==> config.mk <==
export PLATFORM = sky130hd
export DESIGN_NAME = tsn_gate_ctrl_flat
export DESIGN_NICKNAME = d
export VERILOG_FILES = /design/src/rtl/tsn_gate_ctrl_if.sv /design/src/rtl/tsn_gate_ctrl.sv /design/src/flat_wrapper.sv
export SDC_FILE = /design/constraint.sdc
export NUM_CORES = 1
export LEC_CHECK = 0
export CAP_MARGIN = 20
export CORE_MARGIN = 3
export CORE_UTILIZATION = 57
export CTS_CLUSTER_DIAMETER = 200
export DETAILED_ROUTE_END_ITERATION = 10
export PLACE_DENSITY = 0.83
export SLEW_MARGIN = 20
export SYNTH_ARGS = -nofsm -noshare
export SYNTH_HDL_FRONTEND = slang
export SYNTH_SLANG_ARGS = --single-unit
==> constraint.sdc <==
create_clock -name clk -period 7.06 [get_ports clk]
set_input_delay 1.412 -clock clk [delete_from_list [all_inputs] [get_ports clk]]
set_output_delay 1.412 -clock clk [all_outputs]
set_load 0.02 [all_outputs]
==> src/rtl/tsn_gate_ctrl_if.sv <==
// Configuration, queue-status and gate-output signals of the TSN gate-control stage.
interface tsn_gate_ctrl_if #(
   parameter int unsigned ADDR_W = 4,
   parameter int unsigned DUR_W  = 16
);
   logic              in_gate_cfg_wr;
   logic [ADDR_W-1:0] in_gate_cfg_addr;
   logic [7:0]        in_gate_cfg_mask;
   logic [DUR_W-1:0]  in_gate_cfg_dur;
   logic [ADDR_W:0]   in_gate_cfg_len;
   logic              in_gate_test_start;
   logic [7:0]        in_gate_queue_empty;
   logic [7:0]        out_gate_valid;
   logic [ADDR_W-1:0] out_gate_slot;
   logic              out_gate_cycle_start;

   modport master (
      output in_gate_cfg_wr, in_gate_cfg_addr, in_gate_cfg_mask, in_gate_cfg_dur,
             in_gate_cfg_len, in_gate_test_start, in_gate_queue_empty,
      input  out_gate_valid, out_gate_slot, out_gate_cycle_start
   );

   modport slave (
      input  in_gate_cfg_wr, in_gate_cfg_addr, in_gate_cfg_mask, in_gate_cfg_dur,
             in_gate_cfg_len, in_gate_test_start, in_gate_queue_empty,
      output out_gate_valid, out_gate_slot, out_gate_cycle_start
   );
endinterface

==> src/rtl/tsn_gate_ctrl.sv <==
// Cyclic gate control list runner gating the 8 queue-eligible flags of the scheduler.
// Define GATE_GUARD_BAND_EN to withdraw queues whose gate closes within GUARD_CYCLES.
module tsn_gate_ctrl #(
   parameter int unsigned GCL_DEPTH    = 16,
   parameter int unsigned ADDR_W       = 4,
   parameter int unsigned DUR_W        = 16,
   parameter int unsigned GUARD_CYCLES = 8
) (
   input logic           clk,
   input logic           rst_n,
   tsn_gate_ctrl_if.slave gate
);
   typedef enum logic [0:0] {StIdle, StRun} state_e;

   state_e            state_q;
   logic [7:0]        gcl_mask_q [GCL_DEPTH];
   logic [DUR_W-1:0]  gcl_dur_q  [GCL_DEPTH];
   logic [ADDR_W-1:0] slot_q;
   logic [DUR_W-1:0]  cnt_q;
   logic [ADDR_W:0]   len_q;
   logic [7:0]        valid_q;
   logic              cycle_start_q;

   logic              wr_ok;
   logic              cfg_len_ok;
   logic [ADDR_W:0]   slot_inc;
   logic              wrap;
   logic [ADDR_W-1:0] slot_nxt;
   logic [7:0]        guard_mask;

   function automatic logic [DUR_W-1:0] eff_dur(input logic [DUR_W-1:0] d);
      return (d == '0) ? DUR_W'(1) : d;
   endfunction

   assign wr_ok      = gate.in_gate_cfg_wr && (32'(gate.in_gate_cfg_addr) < GCL_DEPTH);
   assign cfg_len_ok = (gate.in_gate_cfg_len != '0) && (32'(gate.in_gate_cfg_len) <= GCL_DEPTH);
   assign slot_inc   = {1'b0, slot_q} + (ADDR_W+1)'(1);
   assign wrap       = (slot_inc == len_q);
   assign slot_nxt   = wrap ? '0 : slot_inc[ADDR_W-1:0];

`ifdef GATE_GUARD_BAND_EN
   // Near the boundary only queues that stay open in the next entry remain eligible.
   assign guard_mask = (32'(cnt_q) <= GUARD_CYCLES) ? gcl_mask_q[slot_nxt] : 8'hFF;
`else
   logic unused_guard;
   assign unused_guard = (GUARD_CYCLES != 0);
   assign guard_mask   = 8'hFF;
`endif

   always_ff @(posedge clk or negedge rst_n) begin
      if (!rst_n) begin
         for (int i = 0; i < int'(GCL_DEPTH); i++) begin
            gcl_mask_q[i] <= '0;
            gcl_dur_q[i]  <= '0;
         end
      end else if (wr_ok) begin
         gcl_mask_q[gate.in_gate_cfg_addr] <= gate.in_gate_cfg_mask;
         gcl_dur_q[gate.in_gate_cfg_addr]  <= gate.in_gate_cfg_dur;
      end
   end

   always_ff @(posedge clk or negedge rst_n) begin
      if (!rst_n) begin
         state_q       <= StIdle;
         slot_q        <= '0;
         cnt_q         <= '0;
         len_q         <= '0;
         valid_q       <= '0;
         cycle_start_q <= 1'b0;
      end else begin
         cycle_start_q <= 1'b0;
         unique case (state_q)
            StIdle: begin
               valid_q <= '0;
               slot_q  <= '0;
               if (gate.in_gate_test_start && cfg_len_ok) begin
                  state_q       <= StRun;
                  cnt_q         <= eff_dur(gcl_dur_q[0]);
                  len_q         <= gate.in_gate_cfg_len;
                  cycle_start_q <= 1'b1;
               end
            end
            StRun: begin
               if (!gate.in_gate_test_start) begin
                  state_q <= StIdle;
                  valid_q <= '0;
                  slot_q  <= '0;
               end else begin
                  valid_q <= gcl_mask_q[slot_q] & ~gate.in_gate_queue_empty & guard_mask;
                  if (cnt_q > DUR_W'(1)) begin
                     cnt_q <= cnt_q - DUR_W'(1);
                  end else if (wrap) begin
                     // Length changes take effect only at the cycle boundary.
                     len_q <= gate.in_gate_cfg_len;
                     slot_q <= '0;
                     if (cfg_len_ok) begin
                        cnt_q         <= eff_dur(gcl_dur_q[0]);
                        cycle_start_q <= 1'b1;
                     end else begin
                        state_q <= StIdle;
                        valid_q <= '0;
                     end
                  end else begin
                     slot_q <= slot_nxt;
                     cnt_q  <= eff_dur(gcl_dur_q[slot_nxt]);
                  end
               end
            end
            default: state_q <= StIdle;
         endcase
      end
   end

   assign gate.out_gate_valid       = valid_q;
   assign gate.out_gate_slot        = slot_q;
   assign gate.out_gate_cycle_start = cycle_start_q;
endmodule

==> src/flat_wrapper.sv <==
// flat-port wrapper written by rule: the top's interface ports become plain ports
module tsn_gate_ctrl_flat 
#(
   parameter int unsigned GCL_DEPTH    = 16,
   parameter int unsigned ADDR_W       = 4,
   parameter int unsigned DUR_W        = 16,
   parameter int unsigned GUARD_CYCLES = 8
)
  (clk, rst_n, gate_in_gate_cfg_wr, gate_in_gate_cfg_addr, gate_in_gate_cfg_mask, gate_in_gate_cfg_dur, gate_in_gate_cfg_len, gate_in_gate_test_start, gate_in_gate_queue_empty, gate_out_gate_valid, gate_out_gate_slot, gate_out_gate_cycle_start);
  tsn_gate_ctrl_if #(.ADDR_W(ADDR_W), .DUR_W(DUR_W)) gate_i ();
  input logic clk;
  input logic rst_n;
  input wire logic [$bits(gate_i.in_gate_cfg_wr)-1:0] gate_in_gate_cfg_wr;
  input wire logic [$bits(gate_i.in_gate_cfg_addr)-1:0] gate_in_gate_cfg_addr;
  input wire logic [$bits(gate_i.in_gate_cfg_mask)-1:0] gate_in_gate_cfg_mask;
  input wire logic [$bits(gate_i.in_gate_cfg_dur)-1:0] gate_in_gate_cfg_dur;
  input wire logic [$bits(gate_i.in_gate_cfg_len)-1:0] gate_in_gate_cfg_len;
  input wire logic [$bits(gate_i.in_gate_test_start)-1:0] gate_in_gate_test_start;
  input wire logic [$bits(gate_i.in_gate_queue_empty)-1:0] gate_in_gate_queue_empty;
  output wire logic [$bits(gate_i.out_gate_valid)-1:0] gate_out_gate_valid;
  output wire logic [$bits(gate_i.out_gate_slot)-1:0] gate_out_gate_slot;
  output wire logic [$bits(gate_i.out_gate_cycle_start)-1:0] gate_out_gate_cycle_start;
  assign gate_i.in_gate_cfg_wr = gate_in_gate_cfg_wr;
  assign gate_i.in_gate_cfg_addr = gate_in_gate_cfg_addr;
  assign gate_i.in_gate_cfg_mask = gate_in_gate_cfg_mask;
  assign gate_i.in_gate_cfg_dur = gate_in_gate_cfg_dur;
  assign gate_i.in_gate_cfg_len = gate_in_gate_cfg_len;
  assign gate_i.in_gate_test_start = gate_in_gate_test_start;
  assign gate_i.in_gate_queue_empty = gate_in_gate_queue_empty;
  assign gate_out_gate_valid = gate_i.out_gate_valid;
  assign gate_out_gate_slot = gate_i.out_gate_slot;
  assign gate_out_gate_cycle_start = gate_i.out_gate_cycle_start;
  tsn_gate_ctrl #(.GCL_DEPTH(GCL_DEPTH), .ADDR_W(ADDR_W), .DUR_W(DUR_W), .GUARD_CYCLES(GUARD_CYCLES)) u_core (.clk(clk), .rst_n(rst_n), .gate(gate_i));
endmodule
==> qor.yml, run 1 <==
synthesis:
  synth_xor_xnor_area_share_pct: 0.8705
  synth_common_cells: "dfrtp_1, mux2_2, clkbuf_1"
  yosysSeqAreaShare_pct: 52.86
  synth_top_cell_by_area: "dfrtp_1"
  synth_seq_cells: 419
  synth_area_leaders: "dfrtp_1, mux2_2, mux4_2"
  synth-async-reset-ratio_pct: 100.0
  synth-edff-count: 0
  yosysMostFrequentCell: "dfrtp_1"
  syn-num-nets: 1551
  synth_area_per_cell_sq_um: 13.20
  muxShareOfSynthArea_pct: 29.98
  synth_top_area_share_pct: 52.86
  syn_area_sq_um: 19840
  yosys_warnings: 0
  synth-compound-area-share_pct: 8.453
  ys.flop_type: "dfrtp_1"
  synth_top_family_by_area: "multiplexers"
  yosys.cell_types.count: 72
  synthSimpleGateAreaFrac_pct: 5.027
  synthAdderAreaFrac_pct: 0.1892
  syn_inst: 1503
sta:
  rsz0062_at_grt: "no"
  period_minus_slack_ns: 4.625
  fmax_mhz: 216.2
  period_share_pct: 65.51
  maxSlewViolCount: 0
  hold_violations: 0
  max_slew_margin_pct: 22.12
  setup_ws_ns: 2.435
  worstMarginPinSlew_ns: 1.165
  setup_viol: 0
  finalSetupTns_ns: 0
  fin_skew_ns: 0.01016
die:
  fp-row-count: 67
  die_area_sq_um: 37070
  die_x_um: 192.5
  core_area_sq_um: 33950
  initial_core_util_pct: 58.42
  die_h_um: 192.5
  io_pins: 58
clock_network:
  path_clk_slew_ns: 0.06
  clkSinkCount: 419
  cts_resized: 0
  cts_buffers: 44
  clk_latency_ns: 0.59
  cts_max_level: 2
  ctsRootBufferMaster: "clkbuf_16"
  cts_setup_buffers: 0
  hold_buffers: 0
  clockBufferDepth: 3
  cts_tree: "yes"
routing:
  firstDrtPassIters: 5
  ant_nets: 0
  post_drt_wl_per_cell_um: 27.03
  post-route-drc-count: 0
  routed_via_density: 6.776
  vias: 13570
  totalWireLength_um: 54120
  drt_iter0_markers: 1550
placed_design:
  io_buffers: 57
  gp_congestion: 0.9086
  dp_hpwl_um: 31490
  pre_cts_slack_ns: 2.631
grt:
  grt_pass1_wl_um: 84080
  grt_overflow: 0
  antenna_found_initial: 0
  grt_max_degree: 123
  grt_pass1_vias: 14180
  track_usage_pct: 29.93
finish:
  nets: 1566
  insertedDiodeCount: 0
  drive_gt1_share_pct: 37.07
  synthToLayoutAreaGrowth_pct: 12.87
pwr:
  p_per_area_nw_per_um2: 309.9
  ir_worst_vdd_uv: 226.2
  p_leak_nw: 9.288
  total_power_w: 0.006938
worst_setup_path:
  arrival_ns: 5.11
  cp_max_fo: 19
  critical_path_class: "reg2reg"
  worstPathRequired_ns: 7.54
  critPathLaunchType: "flop"
  endpoint_kind: "flop"
outcome:
  status: "finished clean"
run:
  drv_cap: 0
worst_hold_path:
  hold_class: "reg2reg"
sequential cells by signal, summed over array words and instances (netlist names):
name and cells:
u_core.cnt_q 16, u_core.gate.out_gate_slot 4, u_core.gcl_dur_q 256, u_core.state_q 1, u_core.len_q 5, u_core.gate.out_gate_cycle_start 1, u_core.gcl_mask_q 128, u_core.gate.out_gate_valid 8
cell usage in the layout, fill, tap and decap left out, types with 25 or more instances in the layout:
master           Yosys  layout
nor2_1              60      53
nand2_1             56      56
buf_4                0      26
mux2_2             401     401
dfrtp_1            419     418
mux2i_1             44      44
clkdlybuf4s50_1      0      56
a21oi_1             30      30
clkbuf_16            0      44
mux4_2              44      44
o21ai_0             52      52
a221oi_1            29      29
nand3_1             25      25
metrics by stage:
stage	area, sq um	hold slack (ns)	instances	util (%)
global route	22390	0.5079	2002	65.94
global placement	20790	0.4802	1917	61.23
floorplan	19840	0.4712	1503	-
CTS	22330	0.5005	1999	65.76
detailed placement	20800	0.4871	1917	61.26
finish	22390	0.5000	2002	65.94
critical path, cell delays in order (launching register included):
cell       delay [ns]
dfrtp_1          0.97
and4b_1          0.30
o21ai_1          0.10
o21a_1           0.48
o21ai_2          0.79
buf_4            0.43
a221oi_1         0.12
o21a_1           0.14
o31ai_1          0.70
a2bb2oi_1        0.20
o22ai_1          0.10
o21ai_0          0.19
worst paths after layout:
check	depth (start not counted)	slack, ns	startpoint	end
min reg2reg	1	0.50	u_core.gcl_dur_q[232]	u_core.gcl_dur_q[232]
max reg2reg	11	2.43	u_core.gate.out_gate_slot[3]	u_core.cnt_q[11]
min	1	0.50	u_core.gcl_dur_q[232]	u_core.gcl_dur_q[232]
max	11	2.43	u_core.gate.out_gate_slot[3]	u_core.cnt_q[11]
min in group asynchronous	1	0.89	rst_n	u_core.gcl_mask_q[84]
max in group asynchronous	2	4.65	rst_n	u_core.gate.out_gate_slot[0]
layer usage:
| metal | routed length (um) | track usage (%) |
|---|---|---|
| met2 | 25010 | 46.58 |
| met4 | 2554 | 13.81 |
| met5 | 0 | 0 |
| met3 | 4951 | 6.848 |
| met1 | 21600 | 40.33 |
power breakdown:
group          internal (W)  switching (W)
registers           0.00294       0.000356
logic              0.000689       0.000550
clock network       0.00139        0.00101
cells by family (layout without fill, tap and decap cells):
| family | Yosys count | after routing |
|---|---|---|
| DFF | 419 | 419 |
| and+or+nand+nor | 206 | 206 |
| AOI/OAI and AO/OA | 239 | 239 |
| xor gates and xnor gates | 18 | 18 |
| muxes | 489 | 489 |
| adders and majority gates | 3 | 3 |
| buffers and inverters | 129 | 180 |
layout make-up:
cell class              count  area, sq um
fillers                  2330        11560
inverters                  10        37.54
clock buffers              61         1275
clock inverters            21        250.2
multi-input cells         955         8915
flip-flops and latches    419        10490
repair buffers             88        862.1
well taps                 448        560.5
Power figures use the tool's default switching activity.
==> inputs of run 2 (changes only) <==
clock period = 4.35 ns   (was 7.06 ns; I/O delays follow)
==> run 2 against run 1 <==
- clock skew increased by 0.0066 ns
- sequential power up 62%
- final cell count up 1.2%
- clock-buffer cell count down 1
- maximum frequency is 21% higher
- hold slack got worse by 0.18 ns
- flip-flop and latch count did not move
- first-iteration DRC count decreased by 9.7%
- global-route usage fell by 0.12 points
- non-clock buffer count rose by 24
- largest power group unchanged
- critical endpoint is now u_core.gate.out_gate_valid[4]
- utilization up 0.96 points
==> qor.yml, run 2 (same netlist as run 1, synthesis figures left out) <==
outcome:
  status: "finished clean"
routing:
  firstDrtPassIters: 6  # +1
  post-route-drc-count: 0  # unchanged
  totalWireLength_um: 54330  # +0.38%
  post_drt_wl_per_cell_um: 26.82  # -0.81%
  routed_via_density: 6.711  # -0.95%
  drt_iter0_markers: 1399  # -9.7%
  vias: 13600  # +0.24%
  ant_nets: 0  # unchanged
worst_hold_path:
  hold_class: "in2async"
pwr:
  p_leak_nw: 9.477  # +2.0%
  p_per_area_nw_per_um2: 510.9  # +65%
  ir_worst_vdd_uv: 320.1  # +41%
finish:
  insertedDiodeCount: 0  # unchanged
  drive_gt1_share_pct: 38.15  # +1.1 points
  largest_reg_flops: 256  # unchanged
  fin_cells: 2026  # +1.2%
  top_register: "u_core.gcl_dur_q"
  synthToLayoutAreaGrowth_pct: 14.52
  reg_top3: "u_core.gcl_dur_q x256, u_core.gcl_mask_q x128, u_core.cnt_q x16"
  most-common-layout-cells: "dfrtp_1, mux2_2, nand2_1, clkdlybuf4s50_1, nor2_1"
  layout_commonest_cell: "dfrtp_1"
  nets: 1590  # +1.5%
worst_setup_path:
  reg2reg_to: "u_core.gate.out_gate_valid[4]"
  critical_path_class: "reg2reg"
  critPathLaunchType: "flop"
  endpoint_kind: "flop"
  crit_chain: "ha_2, and4b_1, o21ai_1, o21ai_0, buf_4, nand2_1, buf_4, o21ai_0, nand2_1, nand2_1, buf_4, inv_1, nand2_1, nor3b_1"
  reg2reg_slack_ns: 0.54  # -1.90 ns
  crit_family: "simple AND/OR/NAND/NOR gates"
  crit_top_cell: "nand2_1"
  worstPathRequired_ns: 4.81  # -2.73 ns
  cp_slowest_stage_delay_ns: 0.51  # -0.46 ns
  cp_max_fo: 20  # +1
  timing.rr.start: "u_core.gate.out_gate_slot[0]"
  worst-r2r-cell-count: 14  # +3
  timing.critical_path.buf_inv: 4  # +3
  arrival_ns: 4.27  # -0.84 ns
  critPathSlowestCell: "nand2_1"
sta:
  maxSlewViolCount: 0  # unchanged
  fin_skew_ns: 0.01674  # +0.006581 ns
  timing.hold.ws_ns: 0.3158  # -0.1842 ns
  period_share_pct: 87.60  # +22 points
  rsz0062_at_grt: "no"
  max_slew_margin_pct: 39.39  # +17 points
  hold_violations: 0  # unchanged
  setup_viol: 0  # unchanged
  period_minus_slack_ns: 3.811  # -0.8144 ns
  fmax_mhz: 262.4  # +21%
  finalSetupTns_ns: 0  # unchanged
  worstMarginPinSlew_ns: 0.9069  # -0.2585 ns
clock_network:
  cts_setup_buffers: 0  # unchanged
  cts_buffers: 44  # unchanged
  clk_latency_ns: 0.57  # -0.02 ns
  path_clk_slew_ns: 0.06  # about the same
  cts_tree: "yes"
  hold_buffers: 0  # unchanged
  clockBufferDepth: 3  # unchanged
  clkSinkCount: 419  # unchanged
  cts_resized: 0  # unchanged
  cts_max_level: 2  # unchanged
  ctsRootBufferMaster: "clkbuf_16"
grt:
  grt_pass1_wl_um: 84110  # about the same
  grt_overflow: 0  # unchanged
  grt_max_degree: 120  # -2.4%
  antenna_found_initial: 1  # +1
  grt_pass1_vias: 13920  # -1.8%
  track_usage_pct: 29.81  # -0.12 points
die:
  core_area_sq_um: 33950  # unchanged
  initial_core_util_pct: 58.42  # unchanged
  die_h_um: 192.5  # unchanged
  die_x_um: 192.5  # unchanged
  io_pins: 58  # unchanged
  fp-row-count: 67  # unchanged
  die_area_sq_um: 37070  # unchanged
run:
  drv_cap: 0  # unchanged
placed_design:
  dp_hpwl_um: 32110  # +2.0%
  gp_congestion: 0.9256  # +1.9%
  io_buffers: 57  # unchanged
  place_inst: 1944  # +1.4%
-- run 2: changes by cell type in the layout (fill, tap and decap cells not counted), moves of 2 or more --
cell	previous run	this run
buf_12	1	5
bufinv_16	3	8
clkbuf_1	6	2
buf_16	2	0
clkbuf_8	11	14
buf_4	26	50
clkinv_2	12	8
-- run 2: power by group --
part	internal, W	switching (W)	leakage (nW)
Sequential	0.00478	0.000582	5.16
Clock	0.00259	0.00163	0.820
Combinational	0.00113	0.000896	3.50
-- run 2: per-stage QoR --
| step | worst slack [ns] | total power [W] | instance area, sq um | utilization, % |
|---|---|---|---|---|
| 3_3_place_gp | 0.7550 | 0.007218 | 21040 | 61.96 |
| 5_1_grt | 0.3464 | 0.01206 | 22720 | 66.91 |
| 6_report | 0.5393 | 0.01161 | 22720 | 66.91 |
| 4_1_cts | 0.6317 | 0.01161 | 22720 | 66.91 |
| 2_1_floorplan | 1.204 | 0.006661 | 19840 | - |
| 3_5_place_dp | 0.5848 | 0.007357 | 21040 | 61.96 |
-- run 2: routing by layer --
metal	wire length (um)	global-route usage (%)	part of all wire (%)
met1	22620	42.19	42
met2	25480	47.04	47
met3	4549	5.322	8.4
met4	1658	10.11	3.1
met5	17	0	0.031
-- run 2: cell type report --
class                           count  area [sq um]
Clock buffer                       60          1301
Clock inverter                     22         379.1
Fill cell                        2319         11240
Inverter                           10         37.54
Multi-Input combinational cell    955          8897
Sequential cell                   419         10490
Tap cell                          448         560.5
Timing Repair Buffer              112          1051
-- run 2: worst max-delay path by stage --
stage,from,end,slack [ns],cells after the start
final,u_core.gate.out_gate_slot[0],u_core.gate.out_gate_valid[4],0.54,14
after global routing,u_core.gate.out_gate_slot[0],u_core.gate.out_gate_valid[4],0.35,14
after CTS,u_core.gate.out_gate_slot[0],u_core.gate.out_gate_valid[4],0.63,14
after detailed placement,u_core.gate.out_gate_slot[0],u_core.gate.out_gate_valid[4],0.58,14
after global placement,u_core.gate.out_gate_slot[0],u_core.gate.out_gate_valid[7],0.76,14
after floorplan,u_core.gate.out_gate_slot[0],u_core.cnt_q[6],1.20,15
==> inputs of run 3 (changes only) <==
PLACE_DENSITY = 0.86   (was 0.83)
==> run 3 against run 2 <==
- die area stayed put
- wire length is 3.9% lower
- sequential share of layout area is 0.38 points higher
- critical path depth stayed put
- total power is 4.2% lower
- clock-buffer cell count is 3 higher
- hold slack better by 0.028 ns
- clock power is 11% lower
==> qor.yml, run 3 (same netlist as run 1, synthesis figures left out) <==
pwr:
  p_clk_share_pct: 33.7  # -2.7 points
  p_int_w: 0.008122  # -4.5%
  p_leak_nw: 9.400  # -0.81%
  ir_worst_vdd_uv: 352.8  # +10%
  p_sw_share_pct: 26.98  # +0.23 points
  power.switching_w: 0.003002  # -3.4%
  pwr-share-seq_pct: 48.1  # +1.9 points
  power_frac_comb_pct: 18.1  # +0.7 points
  p_per_area_nw_per_um2: 493.7  # -3.4%
finish:
  synthToLayoutAreaGrowth_pct: 13.59
  nets: 1595  # +0.31%
  final_cell_area_sq_um: 22530  # -0.81%
  largest_reg_flops: 256  # unchanged
  drive_gt1_share_pct: 37.78  # -0.36 points
  layout_commonest_cell: "dfrtp_1"
  most-common-layout-cells: "dfrtp_1, mux2_2, nand2_1, clkdlybuf4s50_1, buf_4"
  fin_util_pct: 66.36  # -0.54 points
  top_register: "u_core.gcl_dur_q"
  reg_top3: "u_core.gcl_dur_q x256, u_core.gcl_mask_q x128, u_core.cnt_q x16"
  insertedDiodeCount: 0  # unchanged
  fin_cells: 2028  # +0.099%
routing:
  post_drt_wl_per_cell_um: 25.74  # -4.0%
  ant_nets: 0  # unchanged
  post-route-drc-count: 0  # unchanged
  drt_iter0_markers: 1400  # +0.071%
  totalWireLength_um: 52200  # -3.9%
  routed_via_density: 6.697  # -0.22%
  vias: 13580  # -0.12%
  firstDrtPassIters: 6  # unchanged
die:
  core_area_sq_um: 33950  # unchanged
  io_pins: 58  # unchanged
  fp-row-count: 67  # unchanged
  die_x_um: 192.5  # unchanged
  die_h_um: 192.5  # unchanged
  initial_core_util_pct: 58.42  # unchanged
  die_area_sq_um: 37070  # unchanged
clock_network:
  cts_tree: "yes"
  cts_max_level: 2  # unchanged
  path_clk_slew_ns: 0.06  # about the same
  clockBufferDepth: 3  # unchanged
  hold_buffers: 0  # unchanged
  cts_setup_buffers: 0  # unchanged
  clk_latency_ns: 0.56  # about the same
  cts_resized: 0  # unchanged
  ctsRootBufferMaster: "clkbuf_16"
  cts_buffers: 43  # -2.3%
  clkSinkCount: 419  # unchanged
placed_design:
  gp_congestion: 0.9448  # +2.1%
  place_inst: 1950  # +0.31%
  io_buffers: 57  # unchanged
  dpl_cell_area_sq_um: 21080  # +0.21%
  dp_hpwl_um: 32310  # +0.64%
sta:
  maxSlewViolCount: 0  # unchanged
  period_share_pct: 92.45  # +4.8 points
  period_minus_slack_ns: 4.022  # +0.2109 ns
  setup_viol: 0  # unchanged
  fmax_mhz: 248.7  # -5.2%
  max_slew_margin_pct: 28.52  # -11 points
  worstMarginPinSlew_ns: 1.069  # +0.1623 ns
  finalSetupTns_ns: 0  # unchanged
  hold_violations: 0  # unchanged
  timing.hold.ws_ns: 0.3443  # +0.02846 ns
  fin_skew_ns: 0.01540  # -0.001334 ns
  rsz0062_at_grt: "no"
worst_setup_path:
  crit_top_cell: "nand2_1"
  timing.rr.start: "u_core.gate.out_gate_slot[0]"
  reg2reg_to: "u_core.gate.out_gate_valid[6]"
  crit_family: "simple AND/OR/NAND/NOR gates"
  worstPathRequired_ns: 4.75  # -0.06 ns
  arrival_ns: 4.42  # +0.15 ns
  critPathSlowestCell: "nand2_1"
  timing.critical_path.buf_inv: 4  # unchanged
  reg2reg_slack_ns: 0.33  # -0.21 ns
  cp_slowest_stage_delay_ns: 0.62  # +0.11 ns
  cp_max_fo: 20  # unchanged
  endpoint_kind: "flop"
  crit_chain: "ha_2, xor2_1, nor2_1, and3_1, nand2_1, buf_4, o21ai_0, buf_4, nand2_1, nand2_1, buf_4, inv_1, nand2_1, nor3b_1"
  critical_path_class: "reg2reg"
  critPathLaunchType: "flop"
  worst-r2r-cell-count: 14  # unchanged
grt:
  grt_overflow: 0  # unchanged
  grt_pass1_wl_um: 81730  # -2.8%
  grt_max_degree: 111  # -7.5%
  antenna_found_initial: 1  # unchanged
  track_usage_pct: 28.76  # -1.1 points
  grt_pass1_vias: 14010  # +0.65%
run:
  drv_cap: 0  # unchanged
worst_hold_path:
  hold_class: "in2async"
outcome:
  status: "finished clean"
==> run 3: changes by cell type in the layout (fill, tap and decap cells not counted), moves of 2 or more <==
| cell | change |
|---|---|
| clkinvlp_4 | -2 |
| clkinv_16 | -2 |
| bufinv_16 | -5 |
| clkbuf_1 | +7 |
| buf_4 | +6 |
| inv_16 | +2 |
| clkbuf_8 | -3 |
==> run 3: metrics by stage <==
step / setup WS (ns) / power, W
6_report: 0.3284 / 0.01112
5_1_grt: 0.1744 / 0.01158
4_1_cts: 0.4460 / 0.01111
3_5_place_dp: 0.4887 / 0.007359
3_3_place_gp: 0.5554 / 0.007207
2_1_floorplan: 1.204 / 0.006661
==> run 3: worst max path at each step <==
stage	startpoint	endpoint	slack [ns]	depth (start not counted)
after floorplan	u_core.gate.out_gate_slot[0]	u_core.cnt_q[6]	1.20	15
after global placement	u_core.gate.out_gate_slot[0]	u_core.gate.out_gate_valid[3]	0.56	14
after detailed placement	u_core.gate.out_gate_slot[0]	u_core.gate.out_gate_valid[3]	0.49	14
after CTS	u_core.gate.out_gate_slot[0]	u_core.gate.out_gate_valid[6]	0.45	14
after global routing	u_core.gate.out_gate_slot[0]	u_core.gate.out_gate_valid[6]	0.17	14
final	u_core.gate.out_gate_slot[0]	u_core.gate.out_gate_valid[6]	0.33	14
==> run 3: metal layers <==
| metal | GRT usage (%) | routed length (um) |
|---|---|---|
| met1 | 39.23 | 20950 |
| met2 | 46.40 | 24710 |
| met3 | 5.086 | 4388 |
| met4 | 11.12 | 2132 |
| met5 | 0 | 20 |
==> run 3: worst register-to-register path, cell delays in order, from the launching register on <==
cell and delay, ns:
dfrtp_4 0.51, ha_2 0.32, xor2_1 0.16, nor2_1 0.35, and3_1 0.45, nand2_1 0.13, buf_4 0.24, o21ai_0 0.18
buf_4 0.19, nand2_1 0.06, nand2_1 0.06, buf_4 0.22, inv_1 0.24, nand2_1 0.63, nor3b_1 0.14
==> run 3: area by class of cell <==
type | count | area (sq um)
clock buffers | 63 | 1261
clock inverters | 15 | 190.2
fillers | 2296 | 11420
inverters | 10 | 37.54
multi-input cells | 955 | 8897
flip-flops and latches | 419 | 10490
well taps | 448 | 560.5
repair buffers | 118 | 1096
==> run 3: power by group through the flow <==
stage | logic (W) | clock network (W) | registers (W)
floorplan | 0.00149 | 0 | 0.00517
global placement | 0.00190 | 0 | 0.00530
detailed placement | 0.00198 | 0 | 0.00537
CTS | 0.00201 | 0.00379 | 0.00532
global route | 0.00218 | 0.00397 | 0.00543
finish | 0.00202 | 0.00375 | 0.00535
